`config.mk`:
```
export PLATFORM = sky130hd
export DESIGN_NAME = segment_decoder
export DESIGN_NICKNAME = d
export VERILOG_FILES = /design/src/rtl/segment_decoder.sv
export SDC_FILE = /design/constraint.sdc
export NUM_CORES = 1
export LEC_CHECK = 0
export BUFFER_PORTS_ARGS = -buffer_cell sky130_fd_sc_hd__buf_4
export CELL_PAD_IN_SITES_DETAIL_PLACEMENT = 1
export CELL_PAD_IN_SITES_GLOBAL_PLACEMENT = 2
export CORE_AREA = 5 5 108 110
export CTS_CLUSTER_DIAMETER = 100
export DETAILED_ROUTE_END_ITERATION = 12
export DIE_AREA = 0 0 113 115
export GPL_ROUTABILITY_DRIVEN = 0
export PLACE_DENSITY = 0.79
export SLEW_MARGIN = 20
export SYNTH_ARGS = -nofsm -noshare
export SYNTH_HDL_FRONTEND = slang
export SYNTH_SLANG_ARGS = --single-unit
```
`constraint.sdc`:
```
create_clock -name clk -period 3.8 [get_ports clk]
set_input_delay 0.38 -clock clk [delete_from_list [all_inputs] [get_ports clk]]
set_output_delay 0.38 -clock clk [all_outputs]
set_load 0.02 [all_outputs]
```
`src/rtl/segment_decoder.sv`:
```
// Recovers a 4-digit BCD score by watching a multiplexed active-low 7-segment display bus.
// Each digit must be stable for STABLE_CYCLES synchronized cycles before it is sampled; a frame publishes once all four digits are seen.
module segment_decoder #(
    parameter int unsigned STABLE_CYCLES = 4
) (
    input  logic        clk,
    input  logic        reset_n,
    input  logic [3:0]  anode,
    input  logic [6:0]  cathode,
    output logic [15:0] score,
    output logic        frame_valid,
    output logic        frame_err,
    output logic        pattern_err
);

    typedef enum logic [1:0] {
        ST_WAIT   = 2'd0,
        ST_HELD   = 2'd1,
        ST_COMMIT = 2'd2
    } state_t;

    localparam logic [7:0] CNT_MAX = 8'(STABLE_CYCLES);
    localparam logic [7:0] CNT_ARM = 8'(STABLE_CYCLES - 2);

    logic [3:0]  r_an_meta;
    logic [3:0]  r_an_sync;
    logic [6:0]  r_cat_meta;
    logic [6:0]  r_cat_sync;
    logic [10:0] r_prev;
    logic [7:0]  r_cnt;
    state_t      r_state;

    logic [15:0] r_score;
    logic        r_frame_valid;
    logic        r_frame_err;
    logic        r_pattern_err;

    logic [15:0] r_stage;
    logic [3:0]  r_seen;
    logic [3:0]  r_bad;

    logic [10:0] w_now;
    logic        w_changed;
    logic        w_sample;
    logic        w_one_low;
    logic        w_take;
    logic        w_legal;
    logic [3:0]  w_digit;
    logic [3:0]  w_hit;
    logic [3:0]  w_seen_next;
    logic [3:0]  w_bad_next;
    logic [15:0] w_stage_next;
    logic        w_complete;

    // Both buses share one synchronizer chain; no use of the raw pins anywhere else.
    always_ff @(posedge clk or negedge reset_n) begin
        if (!reset_n) begin
            r_an_meta  <= 4'b1111;
            r_an_sync  <= 4'b1111;
            r_cat_meta <= 7'b1111111;
            r_cat_sync <= 7'b1111111;
        end else begin
            r_an_meta  <= anode;
            r_an_sync  <= r_an_meta;
            r_cat_meta <= cathode;
            r_cat_sync <= r_cat_meta;
        end
    end

    assign w_now     = {r_an_sync, r_cat_sync};
    assign w_changed = (w_now != r_prev);
    assign w_sample  = (r_state == ST_WAIT) && !w_changed && (r_cnt == CNT_ARM);
    assign w_take    = w_sample && w_one_low;

    always_comb begin
        w_one_low = 1'b0;
        case (r_an_sync)
            4'b1110, 4'b1101, 4'b1011, 4'b0111: w_one_low = 1'b1;
            default:                            w_one_low = 1'b0;
        endcase
    end

    always_comb begin
        w_legal = 1'b1;
        w_digit = 4'd0;
        case (r_cat_sync)
            7'b0000001: w_digit = 4'd0;
            7'b1001111: w_digit = 4'd1;
            7'b0010010: w_digit = 4'd2;
            7'b0000110: w_digit = 4'd3;
            7'b1001100: w_digit = 4'd4;
            7'b0100100: w_digit = 4'd5;
            7'b0100000: w_digit = 4'd6;
            7'b0001111: w_digit = 4'd7;
            7'b0000000: w_digit = 4'd8;
            7'b0000100: w_digit = 4'd9;
            default:    w_legal = 1'b0;
        endcase
    end

    genvar gi;
    generate
        for (gi = 0; gi < 4; gi++) begin : g_slot
            assign w_hit[gi]       = w_take & ~r_an_sync[gi];
            assign w_seen_next[gi] = r_seen[gi] | w_hit[gi];
            assign w_bad_next[gi]  = w_hit[gi] ? ~w_legal : r_bad[gi];
            assign w_stage_next[4*gi +: 4] = (w_hit[gi] && w_legal) ? w_digit : r_stage[4*gi +: 4];

            // Staged digits survive a commit so an unchanged slot keeps its last value.
            always_ff @(posedge clk or negedge reset_n) begin
                if (!reset_n) begin
                    r_stage[4*gi +: 4] <= 4'd0;
                    r_seen[gi]         <= 1'b0;
                    r_bad[gi]          <= 1'b0;
                end else if (r_state == ST_COMMIT) begin
                    r_seen[gi] <= 1'b0;
                    r_bad[gi]  <= 1'b0;
                end else begin
                    r_stage[4*gi +: 4] <= w_stage_next[4*gi +: 4];
                    r_seen[gi]         <= w_seen_next[gi];
                    r_bad[gi]          <= w_bad_next[gi];
                end
            end
        end
    endgenerate

    assign w_complete = w_take && (&w_seen_next);

    always_ff @(posedge clk or negedge reset_n) begin
        if (!reset_n) begin
            r_state       <= ST_WAIT;
            r_cnt         <= 8'd0;
            r_prev        <= 11'h7FF;
            r_score       <= 16'h0000;
            r_frame_valid <= 1'b0;
            r_frame_err   <= 1'b0;
            r_pattern_err <= 1'b0;
        end else begin
            r_prev        <= w_now;
            r_frame_valid <= 1'b0;
            r_frame_err   <= 1'b0;
            r_pattern_err <= 1'b0;
            if (w_changed) begin
                r_cnt <= 8'd0;
            end else if (r_cnt != CNT_MAX) begin
                r_cnt <= r_cnt + 8'd1;
            end
            case (r_state)
                ST_WAIT: begin
                    if (w_sample) begin
                        if (w_complete) begin
                            // An illegal completing digit is reported by frame_err alone so the pulses stay exclusive.
                            r_state <= ST_COMMIT;
                            if (|w_bad_next) begin
                                r_frame_err <= 1'b1;
                            end else begin
                                r_score       <= w_stage_next;
                                r_frame_valid <= 1'b1;
                            end
                        end else begin
                            r_state       <= ST_HELD;
                            r_pattern_err <= w_take & ~w_legal;
                        end
                    end
                end
                ST_HELD: begin
                    if (w_changed) begin
                        r_state <= ST_WAIT;
                    end
                end
                ST_COMMIT: begin
                    r_state <= ST_WAIT;
                end
                default: begin
                    r_state <= ST_WAIT;
                end
            endcase
        end
    end

    assign score       = r_score;
    assign frame_valid = r_frame_valid;
    assign frame_err   = r_frame_err;
    assign pattern_err = r_pattern_err;

endmodule
```
After elaboration in Yosys (flattened, before gate mapping)
Index checks and enable logic that the tools add are counted.

storage, ports and cells
  register bits = 86
  bits in latches = 0
  bits in writable memories = 0
  bits in read-only memories = 0
  input bits = 13
  output and inout bits = 19
  word-level logic and storage cells = 113
  memories = 0

cells by class
  add/sub/neg operators = 1
  multiply operators = 0
  divide/modulo/power cells = 0
  order comparisons = 0
  eq/ne operators = 20
  shift-type cells = 0
  muxes and demuxes = 36
  bitwise logic cells = 15
  reductions and logical operators = 18

operators with widths
  cell                                           number
  case mux 4 bit (9 select lines)                1
  2-to-1 mux 1 bit                               25
  2-to-1 mux 4 bit                               4
  2-to-1 mux 8 bit                               2
  == test 7 x 3 -> 1 bit, second input constant  2
  == test 7 x 6 -> 1 bit, second input constant  2
  == test 7 bit, second input constant           2
  == test 4 bit, second input constant           3
  != test 11 bit                                 1
  OR reduction 10 bit                            1
  adder 8 x 1 -> 8 bit, second input constant    1
  == test 8 x 2 -> 1 bit, second input constant  1
  logical AND 1 bit                              8
  != test 8 x 3 -> 1 bit, second input constant  1
  AND reduction 4 bit                            2
  OR reduction 4 bit                             2
  == test 7 x 1 -> 1 bit, second input constant  1
  == test 7 x 4 -> 1 bit, second input constant  1
  == test 7 x 5 -> 1 bit, second input constant  1
  logical NOT 7 bit                              1
  2-to-1 mux 2 bit                               3
  inverter 1 bit                                 6
  AND 1 bit                                      5
  == test 4 x 3 -> 1 bit, second input constant  1
  other kinds (9)                                13

Longest topological paths before layout
Gate-level depths: netlist of the first run.

  depth after elaboration = 12
  mapped depth = 10
  depth with buffers taken out = 7

Worst setup path before layout of the first run
OpenSTA, ideal clock, no wires.

  path kind = register to register
  start point = reg r_an_sync[0]
  end point = reg r_score[11], in the netlist score[11]
  library setup time = 0.125 ns
  arrival time = 2.554 ns
  required time = 3.675 ns
  slack = 1.121 ns
  cell stages (with the launch flop) = 9
  path buffers = 2
  period minus slack after synthesis = 2.679 ns
  cells stage by stage = dfstp_2 buf_2 xor2_1 nor4_2 nand4_1 buf_2 a2111oi_1 mux2_2 mux2_4

between the ends
  cells in the longest elaborated chain, start to end = 10
  elaborated cells on any way between the ends = 31
  classes of those cells = eq/ne (5); mux (6); bitwise (10); reduce/logical (10)

RTL lines
  what                                                              RTL line  source
  start: declaration                                                26        logic [3:0] r_an_sync;
  start signal: assignment                                          64        r_an_sync <= r_an_meta;
  != test 11 bit                                                    71        assign w_changed = (w_now != r_prev);
  logical NOT 1 bit                                                 72        assign w_sample = (r_state == ST_WAIT) && !w_changed && (r_cnt == CNT_ARM);
  logical AND 1 bit (2 in series)                                   72
  logical AND 1 bit                                                 73        assign w_take = w_sample && w_one_low;
  AND 1 bit                                                         104       assign w_hit[gi] = w_take & ~r_an_sync[gi];
  bitwise OR 1 bit / 2-to-1 mux 1 bit (equally long branches)       105, 106
  AND reduction 4 bit / OR reduction 4 bit (equally long branches)  127, 154
  logical AND 1 bit / inverter 1 bit (equally long branches)        --
  AND reduction 4 bit (no source line)                              --
  end signal: assignment                                            157       r_score <= w_stage_next;
  end: declaration                                                  33        logic [15:0] r_score;

Parallel ways exist; a longest one is shown, timed or not.
A chain may end at the register's enable or synchronous reset.

Worst setup path after layout of the first run
  start point = reg r_an_sync[3]
  end point = reg r_score[14], in the netlist score[14]

The elaborated chain is that of the path after synthesis.

==> metrics.md, run 1 <==
| Metric | Value |
|---|---|
| Status | finished, final reports clean |
| Maxcap violations | 0 |
| Root Buffer | clkbuf_8 |
| Drc violations | 0 |
| Distinct cell type count after synthesis | 52 |
| Setup WS post-layout | 636 ps |
| Tcrit/Tclk final | 83.3% |
| Initial antenna violation count | 0 |
| Maximum single-stage delay on the critical path | 740 ps |
| # IOs | 32 |
| Yosys warnings | 0 |
| Worst Setup Start Kind | register |
| Tightest Pin Transition | 856 ps |
| CTS sink count | 86 |
| CP Capture Type | register |
| Row count | 38 |
| Critical Path Slowest Stage Cell | a2111o_1 |
| Relative slew slack | 42.9% |
| Cell Area, Placed | 3940 sq um |
| Share of cells above drive strength 1 | 34.4% |
| CTS Buffer Depth | 2 |
| DIE WIDTH | 113 microns |
| Chip Height | 115 microns |
| Total die area | 13000 sq um |
| Setup Viol. Count Final | 0 |
| F_max | 316 MHz |
| Mapped Nets | 297 |
| Worst-path maximum fanout | 16 |
| Post-CTS Setup Repair Bufs | 0 |
| Hold_ws | 46.2 ps |
| Total track usage | 11.8% |
| RSZ-0062 raised after global routing | false |
| Clk Latency, worst-skew pair | 350 ps |
| Fin area | 4140 sq um |
| Initial DRC count | 108 |
| Core area | 10600 sq um |
| Number of synthesized register bits | 86 |
| Dpl ws | 652 ps |
| Worst path bufs/invs | 0 |
| Seq/Total Area, Yosys | 60.8% |
| Vias in the first global route | 2404 |
| Gr ovfl total | 0 |
| DP Wirelength | 4.98 mm |
| CP arrival | 3400 ps |
| Post-synth EDFFs | 0 |
| Initial core utilization | 34.0% |
| Synth top area cells | dfrtp_1, dfstp_2, mux2_4 |
| Finished Core Util | 39.0% |
| Ys async rst share | 100% |
| CTS clk-pin slew, worst paths | 80 ps |
| CTS Buf Count | 9 |
| CP Cell Sequence | xor2_1, nor4_1, nand4_1, or3_1, a2111o_1, mux2_4 |
| Req. time, crit path | 4040 ps |
| Leakage power | 1.82 nW |
| H-tree depth | 3 |
| Setup TNS | 0 ps |
| # resized after CTS | 0 |
| Synth Cell Area | 3610 sq um |
| Slew Viols, Final | 0 |
| First-pass GRT wire length | 12.1 mm |
| Vias | 2212 |
| Yosys top cell area share | 36.8% |
| Antenna diode instance count | 0 |
| Min Tclk post-route | 3160 ps |
| Initial DRT Pass Iterations | 4 |
| Fin Clk Skew | 10.6 ps |
| Cells after Synth | 281 |
| Placed insts | 441 |
| Final net count | 328 |
| Leading area contributor after synthesis | dfrtp_1 |
| Hold WC Path Type | in -> async |
| Largest net degree at the start of global routing | 87 |
| Final Hold Viols | 0 |
| Final Non-Filler Cells | 457 |
| Area growth syn-to-layout | 14.7% |
| Dominant synthesized flop cell | dfrtp_1 |
| Max VDD drop | 0.205 mV |
| Via density | 4.84 |
| Fillers | 1146 |
| CTS tree | yes |
| WS Path Type | reg -> reg |
| Drt total wl | 7.15 mm |
| PortBufs | 31 |
| Power Total | 1.65 mW |
| Count of hold buffers inserted by post-cts repair | 0 |
| Wire length per cell | 15.6 microns |
| PwrDens | 399 nW/um^2 |
| Post-Syn Area per Cell | 12.8 sq um |
| Delay-heaviest family, CP | simple AND/OR/NAND/NOR gates |
| ANT nets after route | 0 |
## routing by layer
metal  vias up  wire, microns  GRT usage, %
li1       1045              -             -
met1      1108           3310          14.8
met2        43           3430          19.2
met3        16            274          3.58
met4         0            134          4.57
met5         -              0             0
## synth_stat cells, drive strengths merged, types with 3 or more instances
| cell | count |
|---|---|
| dfrtp | 53 |
| dfstp | 33 |
| mux2 | 21 |
| nor2 | 21 |
| inv | 18 |
| xor2 | 14 |
| buf | 12 |
| o22ai | 11 |
| nand3 | 8 |
| nand2 | 7 |
| nor4 | 6 |
| a2111oi | 5 |
| mux2i | 5 |
| nor3 | 5 |
| xnor2 | 5 |
| a21oi | 4 |
| nand4b | 4 |
| o21ai | 4 |
| clkbuf | 3 |
| ha | 3 |
| nor3b | 3 |
| o21a | 3 |
| or4 | 3 |
## worst paths after layout
kind / from / endpoint / slack [ps] / cells after the start
min reg2reg: r_an_meta[0]$_DFF_PN1_ / r_an_sync[0]$_DFF_PN1_ / 360 / 0
max in group asynchronous: reset_n / r_cnt[2]$_DFFE_PN0P_ / 3210 / 1
min in group clk: anode[1] / r_an_meta[1]$_DFF_PN1_ / 130 / 1
min: reset_n / score[11]$_DFFE_PN0P_ / 50 / 1
max reg2reg: r_an_sync[3]$_DFF_PN1_ / score[14]$_DFFE_PN0P_ / 640 / 6
max: r_an_sync[3]$_DFF_PN1_ / score[14]$_DFFE_PN0P_ / 640 / 6
## cell usage in the layout, fill, tap and decap left out, types with 2 or more instances in the layout
cell,n
and2_1,2
nand4b_1,4
a2111oi_2,2
nor3_1,5
nor4_1,5
nor3b_1,3
a22oi_1,2
or2_2,2
mux2_4,10
a2111oi_1,2
and4_1,2
and3_1,2
xor2_1,14
mux2_2,11
o22ai_1,11
and4b_1,2
nand4_1,2
nand2_1,7
a31oi_1,2
nand3_1,8
buf_4,34
o21ai_0,4
or4_1,3
inv_1,18
clkbuf_8,10
ha_1,3
dfrtp_1,53
clkbuf_1,2
nor2b_1,2
nor2_1,21
mux2i_1,5
dfstp_2,33
a21oi_1,4
o21a_1,3
xnor2_1,5
clkinv_2,2
## cells by family (layout without fill, tap and decap cells)
kind of cell,Yosys count,after routing,share of synthesized area (%)
multiplexers,26,26,8.98
adder cells (fa/ha/maj),3,3,1.04
AND/OR/NAND/NOR,75,75,11.9
AO/OA/AOI/OAI,39,39,7.91
buffers and inverters,33,69,4.78
XOR/XNOR,19,19,4.61
flip-flops,86,86,60.8
## power breakdown
| part | switching [mW] | total, mW | internal [mW] |
|---|---|---|---|
| Clock | 0.304 | 0.624 | 0.320 |
| Combinational | 0.0317 | 0.0544 | 0.0228 |
| Sequential | 0.0243 | 0.972 | 0.948 |
| Total | 0.360 | 1.65 | 1.29 |
## layout make-up
cell class | instances | area [sq um] | area share, %
Sequential cell | 86 | 2190 | 53.0
Multi-Input combinational cell | 162 | 1240 | 30.0
Timing Repair Buffer | 35 | 267 | 6.44
Tap cell | 140 | 175 | 4.23
Clock buffer | 12 | 145 | 3.51
Inverter | 18 | 67.6 | 1.63
Clock inverter | 4 | 47.5 | 1.15
## flip-flops by register name, indices dropped and copies added (netlist names)
register / flops
r_cnt: 8
score: 16
r_an_meta: 4
r_cat_meta: 7
r_bad: 4
frame_err: 1
r_cat_sync: 7
r_an_sync: 4
r_state: 2
pattern_err: 1
frame_valid: 1
r_seen: 4
r_stage: 16
r_prev: 11
Note: power is estimated with default switching activity, not from simulation.
==> inputs of run 2 (changes only) <==
Settings changed: PLACE_DENSITY 0.79 to 0.82.
Clock period 3.8 ns to 2.61 ns, I/O delays scaled along.
==> metrics.md, run 2 (synthesized netlist as in run 1, its figures left out) <==
| Metric | Value |
|---|---|
| Worst-path maximum fanout | 11 |
| Delay-heaviest family, CP | compound AO/OA/AOI/OAI gates |
| Tightest Pin Transition | 613 ps |
| Wire length per cell | 15.9 microns |
| Tcrit/Tclk final | 100% |
| Initial antenna violation count | 0 |
| Drt total wl | 7.90 mm |
| DP Wirelength | 5.34 mm |
| Initial DRT Pass Iterations | 4 |
| Drc violations | 0 |
| Relative slew slack | 58.7% |
| CTS clk-pin slew, worst paths | 80 ps |
| Chip Height | 115 microns |
| PortBufs | 31 |
| Finished Core Util | 43.9% |
| Hold WC Path Type | reg -> reg |
| Commonest non-fill, non-tap cell in the layout | buf_4 |
| Total die area | 13000 sq um |
| DIE WIDTH | 113 microns |
| WS Path Type | reg -> reg |
| Final Hold Viols | 0 |
| Status | finished, final reports clean |
| Via density | 4.83 |
| CP Cell Sequence | buf_6, xnor2_1, o211ai_1, nand2_1, or3_4, a2111o_1, clkbuf_16, mux2_4 |
| Final net count | 367 |
| Setup Viol. Count Final | 0 |
| Share of cells above drive strength 1 | 41.6% |
| Critical Path Slowest Stage Cell | dfstp_2 |
| Min Tclk post-route | 2610 ps |
| Gr ovfl total | 0 |
| Worst path bufs/invs | 2 |
| RSZ-0062 raised after global routing | true |
| Worst Setup Start Kind | register |
| Row count | 38 |
| CP Capture Type | register |
| Commonest cells after routing, fill and taps aside | buf_4, dfrtp_1, dfstp_2 |
| Slew Viols, Final | 0 |
| PwrDens | 548 nW/um^2 |
| Req. time, crit path | 2850 ps |
| Largest net degree at the start of global routing | 46 |
| Total track usage | 12.7% |
| Vias in the first global route | 2537 |
| Vias | 2398 |
| CTS sink count | 86 |
| Root Buffer | clkbuf_8 |
| CTS Buf Count | 9 |
| Reg area | 2190 sq um |
| Initial DRC count | 80 |
| Fillers | 1126 |
| Initial core utilization | 34.0% |
| CTS tree | yes |
| Fin area | 4660 sq um |
| Area growth syn-to-layout | 29.1% |
| Maximum single-stage delay on the critical path | 550 ps |
| Max VDD drop | 0.316 mV |
| Multi-input gate area | 1360 sq um |
| Cell Area, Placed | 4120 sq um |
| # IOs | 32 |
| F_max | 383 MHz |
| Leakage power | 2.07 nW |
| First-pass GRT wire length | 13.1 mm |
| Core area | 10600 sq um |
| CP arrival | 2850 ps |
| CTS Buffer Depth | 2 |
| Clk Latency, worst-skew pair | 360 ps |
| Antenna diode instance count | 0 |
| Fin Clk Skew | 15.3 ps |
| Maxcap violations | 0 |
| H-tree depth | 3 |
| Hold_ws | 347 ps |
| ANT nets after route | 0 |
==> run 2: cell types whose count changed in the layout (fill, tap and decap cells not counted), sizes merged <==
cell and change:
clkinv +1, dlygate4sd3 +12, clkinvlp -1, buf +26, clkbuf +1
==> run 2: area by class of cell <==
type	count	area share, %
clock inverters	4	1.13
flip-flops and latches	86	47.1
inverters	18	1.45
multi-input cells	162	29.2
well taps	140	3.76
clock buffers	12	3.57
repair buffers	74	13.8
==> run 2: path summary, 6_finish.rpt <==
check | start | to | slack, ps | cells past startpoint
worst max-delay path | r_an_sync[3]$_DFF_PN1_ | score[6]$_DFFE_PN0P_ | 0.9 | 8
worst min-delay path | r_cat_meta[0]$_DFF_PN1_ | r_cat_sync[0]$_DFF_PN1_ | 350 | 0
worst max register to register | r_an_sync[3]$_DFF_PN1_ | score[6]$_DFFE_PN0P_ | 0.9 | 8
worst min register to register | r_cat_meta[0]$_DFF_PN1_ | r_cat_sync[0]$_DFF_PN1_ | 350 | 0
max in group asynchronous | reset_n | r_an_sync[2]$_DFF_PN1_ | 1470 | 3
min in group asynchronous | reset_n | score[15]$_DFFE_PN0P_ | 430 | 2
==> run 2: report_power, final <==
part / total [mW] / internal [mW] / switching (mW)
combinational: 0.138 / 0.0638 / 0.0737
clock: 1.02 / 0.529 / 0.486
sequential: 1.40 / 1.38 / 0.0212
total: 2.55 / 1.97 / 0.581
==> run 2: metal layers <==
| metal | global-route usage, % | vias to the layer above | wire [microns] |
|---|---|---|---|
| met5 | 0 | - | 0 |
| met4 | 4.33 | 0 | 100 |
| met3 | 3.05 | 11 | 270 |
| met2 | 21.2 | 41 | 3850 |
| met1 | 16.1 | 1224 | 3680 |
| li1 | - | 1122 | - |
==> run 2: stage by stage <==
stage / TNS (ps) / cells / power (mW) / setup slack, ps
floorplan: -137 / 281 / 1.47 / -69.1
global placement: 0 / 461 / 1.54 / 21.4
detailed placement: -53.1 / 461 / 1.54 / -53.1
CTS: 0 / 489 / 2.58 / 6.98
global route: -1840 / 496 / 2.67 / -116
finish: 0 / 496 / 2.55 / 0.854
==> run 2: timing repair <==
action / CTS / global route
hold buffers: 12 / 0
cloned: 0 / 1
setup endpoints to repair: 1 / 19
resized for setup: 1 / 26
pin swaps: 0 / 10
hold endpoints to repair: 55 / 0
setup buffers: 0 / 6
